==> src/rtl/s2p_pkg.sv <==
// Shared types and helpers for the serial-to-parallel deserialiser.
package s2p_pkg;

  typedef enum logic {
    IDLE  = 1'b0,
    SHIFT = 1'b1
  } state_e;

  // Bit-count register width, never narrower than one bit.
  function automatic int unsigned cnt_width(input int unsigned w);
    return (w > 1) ? $clog2(w) : 1;
  endfunction

endpackage

==> src/rtl/s2p_shift_reg.sv <==
// WIDTH-bit deserialising shift register; word_o is the value taken on the coming edge.
module s2p_shift_reg #(
  parameter int unsigned WIDTH     = 8,
  parameter bit          MSB_FIRST = 1'b0
) (
  input  logic             clk_i,
  input  logic             rst_i,
  input  logic             load_i,
  input  logic             shift_i,
  input  logic             d_i,
  output logic [WIDTH-1:0] word_o
);

  logic [WIDTH-1:0] sr_q, sr_d;

  // LSB-first enters at the top and moves down, so bit 0 ends at position 0 after WIDTH bits.
  always_comb begin
    sr_d = sr_q;
    if (load_i) begin
      sr_d = '0;
      if (MSB_FIRST) sr_d[0] = d_i;
      else           sr_d[WIDTH-1] = d_i;
    end else if (shift_i) begin
      sr_d = MSB_FIRST ? {sr_q[WIDTH-2:0], d_i} : {d_i, sr_q[WIDTH-1:1]};
    end
  end

  always_ff @(posedge clk_i) begin
    if (rst_i) sr_q <= '0;
    else       sr_q <= sr_d;
  end

  assign word_o = sr_d;

endmodule

==> src/rtl/serial2parallel_gen.sv <==
// Parametrised serial-to-parallel deserialiser with valid/ready output and overrun flag.
module serial2parallel_gen
  import s2p_pkg::*;
#(
  parameter int unsigned WIDTH     = 8,
  parameter bit          MSB_FIRST = 1'b0
) (
  input  logic             clk,
  input  logic             rst,
  input  logic             serial_start,
  input  logic             d,
  input  logic             d_valid,
  output logic [WIDTH-1:0] a,
  output logic             a_valid,
  input  logic             a_ready,
  output logic             end_conversion,
  output logic             busy,
  output logic             overrun
);

  localparam int unsigned CW = cnt_width(WIDTH);

  state_e           state_q;
  logic [CW-1:0]    cnt_q;
  logic [WIDTH-1:0] a_q;
  logic             a_valid_q, eoc_q, overrun_q;
  logic [WIDTH-1:0] word_d;
  logic             load, shift_en;

  assign load     = d_valid && serial_start;
  assign shift_en = d_valid && !serial_start && (state_q == SHIFT);

  s2p_shift_reg #(
    .WIDTH    (WIDTH),
    .MSB_FIRST(MSB_FIRST)
  ) u_sr (
    .clk_i  (clk),
    .rst_i  (rst),
    .load_i (load),
    .shift_i(shift_en),
    .d_i    (d),
    .word_o (word_d)
  );

  always_ff @(posedge clk) begin
    if (rst) begin
      state_q   <= IDLE;
      cnt_q     <= '0;
      a_q       <= '0;
      a_valid_q <= 1'b0;
      eoc_q     <= 1'b0;
      overrun_q <= 1'b0;
    end else begin
      eoc_q <= 1'b0;
      if (a_valid_q && a_ready) a_valid_q <= 1'b0;
      if (load) begin
        cnt_q   <= CW'(1);
        state_q <= SHIFT;
      end else if (shift_en) begin
        if (cnt_q == CW'(WIDTH - 1)) begin
          cnt_q   <= '0;
          state_q <= IDLE;
          // A consumer taking the old word on this edge frees the slot for the new one.
          if (!a_valid_q || a_ready) begin
            a_q       <= word_d;
            a_valid_q <= 1'b1;
            eoc_q     <= 1'b1;
          end else begin
            overrun_q <= 1'b1;
          end
        end else begin
          cnt_q <= cnt_q + CW'(1);
        end
      end
    end
  end

  assign a              = a_q;
  assign a_valid        = a_valid_q;
  assign end_conversion = eoc_q;
  assign busy           = (state_q == SHIFT);
  assign overrun        = overrun_q;

endmodule
==> config.mk <==
export PLATFORM = sky130hd
export DESIGN_NAME = serial2parallel_gen
export DESIGN_NICKNAME = d
export VERILOG_FILES = /design/src/rtl/s2p_pkg.sv /design/src/rtl/s2p_shift_reg.sv /design/src/rtl/serial2parallel_gen.sv
export SDC_FILE = /design/constraint.sdc
export NUM_CORES = 1
export LEC_CHECK = 0
export CAP_MARGIN = 20
export CORE_MARGIN = 1
export CORE_UTILIZATION = 35
export CTS_CLUSTER_SIZE = 28
export DETAILED_ROUTE_END_ITERATION = 6
export HOLD_SLACK_MARGIN = 0.06
export PLACE_DENSITY = 0.61
export SYNTH_ARGS = -nofsm -noshare
export SYNTH_HDL_FRONTEND = slang
export SYNTH_SLANG_ARGS = --single-unit
==> constraint.sdc <==
create_clock -name clk -period 1.6 [get_ports clk]
set_input_delay 0.24 -clock clk [delete_from_list [all_inputs] [get_ports clk]]
set_output_delay 0.24 -clock clk [all_outputs]
set_load 0.02 [all_outputs]
==> results of run 1 <==
[worst min-delay path: cells and delay by family (launching register included)]
family	cells	cell delay [ns]
DFF	1	0.33
and+or+nand+nor	1	0.06
muxes	1	0.05
[final timing paths]
kind | start | cells past startpoint | to | slack (ns)
max | a_valid | 1 | a_valid | 0.09
min | a[5] | 2 | a[5] | 0.48
max reg2reg | cnt_q[0] | 4 | a[7] | 0.36
min reg2reg | a[5] | 2 | a[5] | 0.48
[synthesized netlist by cell type]
cell,count
buf_4,1
nor2b_1,1
a22oi_1,9
nor2_1,11
and3_4,1
and3b_1,1
nand2_1,4
clkbuf_1,2
mux2i_1,9
buf_8,1
nor3_1,1
a31oi_1,1
ha_1,3
nor3b_1,1
o21ai_0,1
dfxtp_1,22
a21oi_1,2
o21ai_2,1
nand2b_1,17
buf_2,1
[state kept, by name (all words and copies together), names as in the netlist]
name,cells
a_valid,1
u_sr.sr_q,7
busy,1
end_conversion,1
a,8
overrun,1
cnt_q,3
[timing repair]
| action | 4_1_cts | 5_1_grt |
|---|---|---|
| endpoints found under the setup margin | 1 | 0 |
| resized for setup | 1 | 0 |
| hold buffers | 0 | 0 |
[report_power, final]
group | internal [mW] | switching (mW)
Sequential | 0.553 | 0.00533
Clock | 0.0876 | 0.150
Combinational | 0.0379 | 0.0298
Total | 0.679 | 0.185
[metal layers]
metal,vias up,share of wire,track usage
met2,7,0.51,0.222
met1,329,0.46,0.150
li1,349,-,-
met5,-,0,0
met4,0,0.012,0.0658
met3,2,0.015,0.0174
[kinds of logic after synthesis]
family / after synthesis / share of synthesized area
fa+ha+maj: 3 / 0.0416
flops: 22 / 0.488
compound gates: 14 / 0.108
simple gates: 37 / 0.223
mux: 9 / 0.0999
buf+inv: 5 / 0.0388
[per-stage QoR]
step | hold WS [ns] | power, mW | utilization | cell area [sq um] | instances
floorplan | 0.384 | 0.604 | - | 902 | 90
global placement | 0.457 | 0.639 | 0.458 | 1120 | 137
detailed placement | 0.467 | 0.641 | 0.458 | 1120 | 137
CTS | 0.483 | 0.877 | 0.467 | 1150 | 140
global route | 0.499 | 0.903 | 0.467 | 1150 | 140
finish | 0.477 | 0.864 | 0.467 | 1150 | 140
[layout make-up]
class                      count  area (sq um)
fill                         243          1310
timing repair buffer          22           219
clock buffer                   3          22.5
tap                           30          37.5
multi-input combinational     63           427
sequential                    22           440
==> flow_metrics.tcl, run 1 <==
set metrics [dict create \
    drc_errors 0 \
    drive_gt1_frac 0.0909 \
    netlist_area_sq_um 902 \
    rsz0062_at_grt "false" \
    synth_nets 99 \
    die-width_um 52.8 \
    critPathMaxStageDelay_ns 0.61 \
    status "finished clean" \
    antenna_found_initial 0 \
    slew_headroom 0.799 \
    fmax_mhz 664 \
    setup_viol 0 \
    fin_crit_sh 0.942 \
    die_y_um 52.8 \
    coreArea_sq_um 2450 \
    layout.cells.most_common "dfxtp_1" \
    end_kind "output pin" \
    worst-setup-path-type "reg -> out" \
    place_congestion 0.720 \
    port_buffers 17 \
    first_global_vias 597 \
    grt_usage 0.127 \
    num_io_pins 18 \
    ir_worst_vdd_mv 0.492 \
    root_buffer "clkbuf_4" \
    clock_sinks 22 \
    layout_common_cells "dfxtp_1 (22), nand2b_1 (17), clkdlybuf4s50_1 (16)" \
    p_leak_nw 0.415 \
    synth.top_cell.area_share 0.488 \
    ant_nets 0 \
    cp_slowest_cell "clkdlybuf4s50_1" \
    yosysTopAreaCell "dfxtp_1" \
    yosys.cell_types.count 20 \
    grt_pass1_wl_um 2550 \
    yosys_register_bits 22 \
    post_cts_buffers 0 \
    netlist_top_cells_area "dfxtp_1 (49%), nand2b_1 (12%), mux2i_1 (10%)" \
    worst-path-max-fanout 3 \
    maxCapViolations 0 \
    min_path_type "reg -> reg" \
    start_util 0.367 \
    synth.avg_cell_area_sq_um 10.0 \
    finClkSkew_ns 0.00558 \
    finalMaxSlewViolations 0 \
    dp_worst_setup_slack_ns 0.0626 \
    required_ns 1.36 \
    area_growth_pct 27.0 \
    start_kind "register" \
    yosys_warnings 0 \
    yosysSeqAreaShare 0.488 \
    dp_hpwl_um 1130 \
    crit_family "buffers and inverters" \
    cp.arrival_ns 1.27 \
    viasPerCell 4.91 \
    cts_buffer_depth 2 \
    fin_crit_ns 1.51 \
    path_clk_slew_ns 0.11 \
    nets 121 \
    clk_latency_ns 0.30 \
    final-hold-violation-count 0 \
    insertedDiodeCount 0 \
    path_cells "clkdlybuf4s50_1" \
    fin_ws_ns 0.0933 \
    grt_overflow 0 \
    routed-via-count 687 \
    setup_tns_ns 0 \
    wirelength_um 1560 \
    htree_levels 1 \
    wl_per_cell_um 11.1 \
    worstPathBufferInverterCount 1 \
    die_area_sq_um 2780 \
    num_rows 18 \
    dr.pass1.iters 4 \
    drt-initial-drc-count 11 \
    grt_max_degree 31 \
    numCtsBuffers 3 \
    cts_tree "built" \
    p_per_area_nw_per_um2 754 \
    worstMarginPinSlew_ns 0.301 \
    netlist_instances 90 \
]
No activity file was read; power rests on OpenSTA's default activity.
==> inputs of run 2 (changes only) <==
Settings changed: ABC_CLOCK_PERIOD_IN_PS from default to 1600.
==> results of run 2 <==
The final DEF is identical to that of run 1; final timing and power are the same.
